`config.mk`:
```
export PLATFORM = sky130hd
export DESIGN_NAME = iccm_arbiter
export DESIGN_NICKNAME = d
export VERILOG_FILES = /design/src/rtl/iccm_arbiter_pkg.sv /design/src/rtl/iccm_arbiter.sv
export SDC_FILE = /design/constraint.sdc
export NUM_CORES = 1
export LEC_CHECK = 0
export ABC_AREA = 1
export BUFFER_PORTS_ARGS = -buffer_cell sky130_fd_sc_hd__buf_2
export CAP_MARGIN = 30
export CORE_AREA = 4 4 117 119
export CTS_CLUSTER_SIZE = 8
export DETAILED_ROUTE_END_ITERATION = 16
export DIE_AREA = 0 0 121 123
export SLEW_MARGIN = 20
export SYNTH_ARGS = -nofsm -noshare
export SYNTH_HDL_FRONTEND = slang
export SYNTH_SLANG_ARGS = --single-unit
```
`constraint.sdc`:
```
create_clock -name clk -period 2.9 [get_ports clk]
set_input_delay 0.435 -clock clk [delete_from_list [all_inputs] [get_ports clk]]
set_output_delay 0.435 -clock clk [all_outputs]
set_load 0.01 [all_outputs]
```
`src/rtl/iccm_arbiter_pkg.sv`:
```
// Shared encodings for the ICCM port arbiter: sequencer states and read-response owner.
package iccm_arbiter_pkg;

    typedef enum logic {
        ST_BOOT = 1'b0,
        ST_RUN  = 1'b1
    } state_e;

    typedef enum logic [1:0] {
        OWN_NONE = 2'd0,
        OWN_IFU  = 2'd1,
        OWN_LSU  = 2'd2
    } owner_e;

    localparam int unsigned CNT_W = 4;

    // ICCM is word addressed; byte offset is dropped without a misalignment check.
    function automatic logic [31:0] word_addr(input logic [31:0] a);
        return a & ~32'h3;
    endfunction

endpackage

```
`src/rtl/iccm_arbiter.sv`:
```
// Single-port ICCM arbiter: loader-only BOOT phase, then LSU/fetch sharing in RUN
// with a starvation guard for fetch and a one-cycle read response pipeline.
module iccm_arbiter
    import iccm_arbiter_pkg::*;
#(
    parameter int unsigned STARVE_MAX    = 4,
    parameter bit          BOOT_ON_RESET = 1'b1
) (
    input  logic        clk,
    input  logic        rst,

    input  logic        ifu_req,
    input  logic [31:0] ifu_addr,
    input  logic        ifu_flush,
    output logic        ifu_gnt,
    output logic        ifu_rvalid,
    output logic [31:0] ifu_rdata,

    input  logic        lsu_req,
    input  logic [31:0] lsu_addr,
    output logic        lsu_gnt,
    output logic        lsu_rvalid,
    output logic [31:0] lsu_rdata,

    input  logic        ldr_req,
    input  logic [31:0] ldr_addr,
    input  logic [31:0] ldr_wdata,
    output logic        ldr_gnt,
    input  logic        ldr_start,
    input  logic        ldr_done,

    output logic        boot_mode,

    output logic        iccm_en,
    output logic        iccm_we,
    output logic [31:0] iccm_addr,
    output logic [31:0] iccm_wdata,
    input  logic [31:0] iccm_rd_data
);

    localparam logic [CNT_W-1:0] STARVE_LIM = CNT_W'(STARVE_MAX);
    localparam state_e           RST_STATE  = BOOT_ON_RESET ? ST_BOOT : ST_RUN;

    state_e           state, state_n;
    owner_e           owner, owner_n;
    logic [CNT_W-1:0] starve_cnt, starve_cnt_n;
    logic             boot_pend, boot_pend_n;
    logic             want_boot;
    logic             fetch_forced;

    always_ff @(posedge clk) begin
        if (rst) begin
            state      <= RST_STATE;
            owner      <= OWN_NONE;
            starve_cnt <= '0;
            boot_pend  <= 1'b0;
        end else begin
            state      <= state_n;
            owner      <= owner_n;
            starve_cnt <= starve_cnt_n;
            boot_pend  <= boot_pend_n;
        end
    end

    always_comb begin
        state_n      = state;
        boot_pend_n  = boot_pend;
        starve_cnt_n = starve_cnt;
        ifu_gnt      = 1'b0;
        lsu_gnt      = 1'b0;
        ldr_gnt      = 1'b0;
        want_boot    = 1'b0;
        fetch_forced = 1'b0;

        // Grants are suppressed during reset so nothing reaches the macro.
        if (!rst) begin
            case (state)
                ST_BOOT: begin
                    ldr_gnt      = ldr_req;
                    starve_cnt_n = '0;
                    boot_pend_n  = 1'b0;
                    if (ldr_done)
                        state_n = ST_RUN;
                end
                ST_RUN: begin
                    fetch_forced = (starve_cnt == STARVE_LIM) && ifu_req;
                    // A pending return to BOOT freezes new reads so the pipe can drain.
                    if (!boot_pend) begin
                        if (ifu_req && (fetch_forced || !lsu_req))
                            ifu_gnt = 1'b1;
                        else if (lsu_req)
                            lsu_gnt = 1'b1;
                    end

                    if (ifu_req && !ifu_gnt)
                        starve_cnt_n = (starve_cnt == STARVE_LIM) ? starve_cnt
                                                                  : starve_cnt + 1'b1;
                    else
                        starve_cnt_n = '0;

                    want_boot = ldr_start || boot_pend;
                    if (want_boot) begin
                        if (owner == OWN_NONE && !ifu_gnt && !lsu_gnt) begin
                            state_n     = ST_BOOT;
                            boot_pend_n = 1'b0;
                        end else begin
                            boot_pend_n = 1'b1;
                        end
                    end
                end
                default: state_n = RST_STATE;
            endcase
        end
    end

    always_comb begin
        owner_n = OWN_NONE;
        if (ifu_gnt)
            owner_n = OWN_IFU;
        else if (lsu_gnt)
            owner_n = OWN_LSU;
    end

    always_comb begin
        iccm_en    = ifu_gnt || lsu_gnt || ldr_gnt;
        iccm_we    = ldr_gnt;
        iccm_wdata = ldr_wdata;
        iccm_addr  = word_addr(ifu_addr);
        if (ldr_gnt)
            iccm_addr = word_addr(ldr_addr);
        else if (lsu_gnt)
            iccm_addr = word_addr(lsu_addr);
    end

    // Flush only kills the fetch response; a same-cycle fetch grant is unaffected.
    assign ifu_rvalid = !rst && (owner == OWN_IFU) && !ifu_flush;
    assign lsu_rvalid = !rst && (owner == OWN_LSU);
    assign ifu_rdata  = iccm_rd_data;
    assign lsu_rdata  = iccm_rd_data;
    assign boot_mode  = (state == ST_BOOT);

endmodule

```
==> impl_metrics.ini, run 1 <==
[run]
cap_violations = 0

[sta]
slew_headroom_pct = 60.79
rsz0062_at_grt = no
fin_tns_setup_ns = 0
finalClockSkew_ns = 0.001426
clock.fmax_mhz = 390.9
drv_slew = 0
hold_viol = 0
period_share_pct = 88.21
period_needed_ns = 2.558
holdWs_ns = 0.4681
finalSetupViolations = 0
tightest_slew_ns = 0.5870

[power_and_ir_drop]
p_per_area_mw_per_mm2 = 270.4
p_int_uw = 419.9
power.switching_uw = 223.9
combPwrFrac_pct = 45.9
clkPwrFrac_pct = 36.1
seq_power_share_pct = 18.0
p_leak_uw = 0.001528
switching_share_pct = 34.78
ir_drop_mv = 0.1837

[critical_path]
cp_cell_sequence = inv_1, ha_1, nand3_2, nand2_2, nand2_2, buf_4, nand4_1, nand3_1, nand2_1, buf_2
r2r_cells = 5
cp_common_cell = nand2_2
worst_path_largest_cell_delay_ns = 0.35
r2r_setup_slack_ns = 1.37
cp-startpoint = starve_cnt[0]
crit_type = reg2out
cp-start-kind = register
reg2reg_from = starve_cnt[0]
crit_buf_inv = 3
critPathTopFamily = simple AND/OR/NAND/NOR gates
required_ns = 2.47
worst_ep_arrival_time_ns = 2.12
rr_endpoint = owner[1]
end_kind = output port
crit_fanout = 18
endpoint = iccm_addr[12]
path_depth = 10
cpMaxStageDelayCell = dfxtp_1

[run_status]
status = completed

[logic_synthesis]
synth.yosys.seq_area_share_pct = 7.269
netlist_area_mm2 = 0.002203
synth_area_leaders = buf_4, nand2_1, inv_1
ys_types = 21
synth_flop_cell = dfxtp_1
syn-instance-count = 387
synthTopCellsByCount = buf_4, nand2_1, inv_1, nand3_1, nand4_1
yosysTopAreaCellShare_pct = 34.75
synth-seq-cells = 8
yosys_warnings = 0
synthArstFlopShare_pct = 0
synth_edf_count = 0
synth_most_common_cell = buf_4
avgSynthCellArea_um2 = 5.693
yosysTopAreaCell = buf_4

[clocking]
cts_buffer_depth = 2
cts_buffers = 3
cts_setup_buffers = 0
clkLatencyLatePin_ns = 0.23
clk_pin_slew_ns = 0.04
postCtsHoldBufs = 0
clock-sinks = 8
clock_tree.root_cell = clkbuf_16
cts_max_level = 1
cts_tree = done
cts_resized = 0

[routing]
routed-via-count = 2266
postRouteAntennaNets = 0
viasPerCell = 3.847
drt_iter0_markers = 75
firstDrtPassIters = 4
routed_wl_um = 7719
drc = 0
drt-wirelength-per-cell_um = 13.11

[global_route]
grt_pass1_vias = 1977
antenna_found_initial = 0
grt.total_usage_pct = 9.302
grt_max_degree = 34
grt_pass1_wl_um = 10690
gr-total-overflow = 0

[cells_and_area]
nFillCells = 1509
drive_above_1_share_pct = 36.93
multi_input_area_um2 = 917.1
diodes = 0
nets = 589
seq_area_um2 = 160.2
area_growth_pct = 8.063

[floorplan]
io_pins = 304
start_util_pct = 17.53
die_area_mm2 = 0.01488
core_area_mm2 = 0.01257
rows = 41
fp.dieH_um = 123
fp.dieW_um = 121

[placement]
portBuffers = 135
gp_congestion = 0.6889
dp_hpwl_um = 6137

[min_path]
hold_path_class = in2reg
==> layer usage <==
metal  track usage, %  vias to the layer above  share of wire (%)
met5                0                        -                  0
met1            10.42                      939                 38
met3            2.836                       53                 10
met4            5.949                        0                6.5
met2            15.39                      131                 45
li1                 -                     1143                  -
==> worst min-delay path by stage <==
stage | startpoint | slack (ns) | cells past startpoint | endpoint
2_1_floorplan | state | 0.53 | 2 | state
3_3_place_gp | state | 0.56 | 2 | state
3_5_place_dp | state | 0.57 | 2 | state
4_1_cts | ldr_done | 0.47 | 3 | state
5_1_grt | ldr_done | 0.52 | 3 | state
6_report | ldr_done | 0.47 | 3 | state
==> power groups by stage <==
| stage | Clock (uW) | Sequential, uW | Combinational (uW) |
|---|---|---|---|
| after floorplan | 0 | 117 | 295 |
| after global placement | 0 | 118 | 301 |
| after detailed placement | 0 | 118 | 301 |
| after CTS | 239 | 116 | 303 |
| after global routing | 248 | 116 | 333 |
| final | 233 | 116 | 295 |
==> state kept, by name, summed over array words and instances (netlist names) <==
signal      count
starve_cnt      4
owner           2
boot_pend       1
state           1
==> final cells by class <==
type | instances | share of cell area, %
sequential | 8 | 6.726
tap | 172 | 9.038
multi-input combinational | 189 | 38.52
timing repair buffer | 143 | 30.90
inverter | 74 | 11.67
clock buffer | 3 | 3.153
==> worst register-to-register path, delay by kind of cell, from the launching register on <==
family	cells	cell delay [ns]
adders and majority gates	1	0.23
buffers and inverters	2	0.23
DFF	1	0.35
and+or+nand+nor	2	0.65
==> cells by family (layout without fill, tap and decap cells) <==
family	count (synthesis)	count (layout)	share of synthesized area, %
buffers and inverters	191	220	51.62
AND/OR/NAND/NOR	177	177	37.65
flip-flops	8	8	7.268
AO/OA/AOI/OAI	6	6	1.363
adder cells (fa/ha/maj)	2	2	1.136
XOR/XNOR	2	2	0.7951
other	1	2	0.1702
==> cell usage in the layout, fill, tap and decap left out, types with 2 or more instances in the layout <==
cell,count
a21oi_1,2
buf_2,135
buf_4,8
clkbuf_16,3
conb_1,2
dfxtp_1,8
ha_1,2
inv_1,73
nand2_1,91
nand2_2,2
nand3_1,37
nand3_2,2
nand4_1,32
nor2_1,9
o21ai_0,4
==> through the flow <==
stage / cell area, um2 / instances / setup WS [ns] / utilization (%) / power (uW)
finish: 2381 / 589 / 0.3418 / 18.94 / 643.8
global route: 2381 / 589 / 0.1582 / 18.94 / 697.9
CTS: 2381 / 589 / 0.2848 / 18.94 / 657.9
detailed placement: 2306 / 586 / 0.5633 / 18.35 / 418.7
global placement: 2306 / 586 / 0.5461 / 18.35 / 418.7
floorplan: 2207 / 388 / 1.203 / - / 412.1
No activity file was read; power rests on OpenSTA's default activity.
==> run 2: changes to the inputs <==
--- a/config.mk
+++ b/config.mk
@@ -5,13 +5,12 @@
 export SDC_FILE = /design/constraint.sdc
 export NUM_CORES = 1
 export LEC_CHECK = 0
-export ABC_AREA = 1
 export BUFFER_PORTS_ARGS = -buffer_cell sky130_fd_sc_hd__buf_2
 export CAP_MARGIN = 30
-export CORE_AREA = 4 4 117 119
+export CORE_AREA = 3 3 115 117
 export CTS_CLUSTER_SIZE = 8
 export DETAILED_ROUTE_END_ITERATION = 16
-export DIE_AREA = 0 0 121 123
+export DIE_AREA = 0 0 118 120
 export SLEW_MARGIN = 20
 export SYNTH_ARGS = -nofsm -noshare
 export SYNTH_HDL_FRONTEND = slang
==> run 2 against run 1 <==
- worst hold slack improved by 0.012 ns
- clock power about the same
- non-clock buffer count is 1 lower
- via count decreased by 14%
- worst setup slack improved by 0.25 ns
- combinational power decreased by 8.5%
- wire length fell by 8.0%
- critical path depth is 3 lower
- sequential power about the same
- cell count fell by 17%
- critical endpoint is now iccm_addr[19]
- global-route usage shrank 0.15 points
- register-to-register slack improved by 0.04 ns
==> impl_metrics.ini, run 2 <==
[sta]
rsz0062_at_grt = no
finalSetupViolations = 0
period_needed_ns = 2.312
drv_slew = 0
hold_viol = 0
period_share_pct = 79.72
clock.fmax_mhz = 432.5
finalClockSkew_ns = 0.0005525
fin_tns_setup_ns = 0

[critical_path]
worst_ep_arrival_time_ns = 1.88
crit_type = reg2out
worst_path_largest_cell_delay_ns = 0.38
crit_fanout = 20
cp-start-kind = register
cpMaxStageDelayCell = dfxtp_1
required_ns = 2.47
critPathTopFamily = buffers and inverters
cp_cell_sequence = inv_1, ha_1, and4b_2, buf_4, o211ai_2, nand3_1, buf_2
end_kind = output port
crit_buf_inv = 3

[logic_synthesis]
synth_flop_cell = dfxtp_1
yosys.area_share.simple_pct = 27.17
avgSynthCellArea_um2 = 7.304
synthAdderAreaFrac_pct = 1.181
synth-seq-cells = 8
synth_most_common_cell = buf_4
yosysTopAreaCellShare_pct = 35.09
ys_types = 32
yosys_warnings = 0
netlist_area_mm2 = 0.002118
synthArstFlopShare_pct = 0
synth_compound_area_share_pct = 19.14
synth.area.mux_share_pct = 0.9451
synth_area_leaders = buf_4, o211ai_2, nand3_1
synth-xor-area-share_pct = 0.8269
synth_edf_count = 0
synthTopCellsByCount = buf_4, nand3_1, nand2_1, o211ai_2
synth_top_family_by_area = buffers and inverters
syn-instance-count = 290
yosysTopAreaCell = buf_4
synth.yosys.seq_area_share_pct = 7.561

[floorplan]
fp.dieW_um = 118
io_pins = 304
core_area_mm2 = 0.01247
start_util_pct = 16.99
rows = 41
fp.dieH_um = 120
die_area_mm2 = 0.01416

[cells_and_area]
nets = 488
largest_reg_flops = 4
top_register = starve_cnt
reg.largest.list = starve_cnt: 4 flops, owner: 2 flops
final_cell_mix = buf_2, nand3_1, nand2_1
drive_above_1_share_pct = 56.65
area_growth_pct = 7.620
layout_commonest_cell = buf_2
layoutNonFillerInstCount = 488
diodes = 0

[power_and_ir_drop]
seq_power_share_pct = 19.0
switching_share_pct = 31.51
p_int_uw = 425.5
power.switching_uw = 195.7
combPwrFrac_pct = 43.5
ir_drop_mv = 0.3222
clkPwrFrac_pct = 37.5
p_leak_uw = 0.001092
p_per_area_mw_per_mm2 = 272.5

[placement]
dp_hpwl_um = 5508
portBuffers = 135
place_inst = 485
gp_congestion = 0.7023

[clocking]
clk_pin_slew_ns = 0.04
cts_setup_buffers = 0
clock_tree.root_cell = clkbuf_16
clock-sinks = 8
cts_buffer_depth = 2
clkLatencyLatePin_ns = 0.23
cts_tree = done
cts_max_level = 1
cts_buffers = 3
postCtsHoldBufs = 0
cts_resized = 0

[routing]
firstDrtPassIters = 4
drc = 0
drt-wirelength-per-cell_um = 14.55
viasPerCell = 4.008
routed_wl_um = 7099
routed-via-count = 1956
postRouteAntennaNets = 0
drt_iter0_markers = 47

[global_route]
grt_max_degree = 33
gr-total-overflow = 0
antenna_found_initial = 0
grt_pass1_vias = 1899
grt_pass1_wl_um = 10380
grt.total_usage_pct = 9.156

[run_status]
status = completed

[min_path]
hold_path_class = in2reg

[run]
cap_violations = 0
## run 2: cell types whose count changed after synthesis, moves of 3 or more
cell	before	now
nand4_1	32	0
o21ai_0	4	0
nand3_1	38	61
buf_4	102	99
clkbuf_1	0	5
buf_2	12	7
nor3_1	1	4
inv_1	73	3
buf_6	3	7
o211ai_2	0	29
nand2_1	91	30
## run 2: cell families after synthesis
kind of cell             count (synthesis)
other                                    1
AND/OR/NAND/NOR                        116
flip-flops                               8
buffers and inverters                  124
adder cells (fa/ha/maj)                  2
multiplexers                             2
XOR/XNOR                                 2
AO/OA/AOI/OAI                           35
## run 2: worst paths after layout
path / startpoint / endpoint / slack, ns / cells after the start
worst max-delay path: starve_cnt[0] / iccm_addr[19] / 0.59 / 7
worst min-delay path: rst / state / 0.48 / 2
worst max register to register: starve_cnt[0] / starve_cnt[1] / 1.41 / 5
worst min register to register: starve_cnt[1] / starve_cnt[1] / 0.57 / 2
## run 2: layout make-up
type / instances / area (um2)
Timing Repair Buffer: 142 / 740.7
Clock buffer: 3 / 75.07
Multi-Input combinational cell: 159 / 1069
Sequential cell: 8 / 160.2
Inverter: 4 / 20.02
Fill cell: 1457 / 10190
Tap cell: 172 / 215.2
## run 2: stage by stage
step           utilization (%)  hold slack, ns  total power [uW]  worst slack, ns  cell area [um2]
5_1_grt                  18.29          0.4971             661.9           0.4352             2280
3_3_place_gp             17.69          0.5430             391.2           0.6797             2205
4_1_cts                  18.29          0.4777             631.8           0.5591             2280
2_1_floorplan                -          0.5078             400.7            1.024             2122
6_report                 18.29          0.4800             621.3           0.5881             2280
3_5_place_dp             17.69          0.5629             392.6           0.6672             2205
## run 2: routing by layer
| layer | vias up | global-route usage, % | share of wire (%) |
|---|---|---|---|
| met4 | 0 | 4.249 | 2.7 |
| met3 | 21 | 2.403 | 8.5 |
| met1 | 877 | 10.21 | 38 |
| met2 | 107 | 16.28 | 50 |
| li1 | 951 | - | - |
| met5 | - | 0 | 0 |
## run 2: power groups by stage
stage / registers (uW) / clock network (uW) / logic (uW)
final: 118 / 233 / 270
after global routing: 119 / 244 / 299
after CTS: 118 / 240 / 274
after detailed placement: 120 / 0 / 273
after global placement: 120 / 0 / 272
after floorplan: 118 / 0 / 283
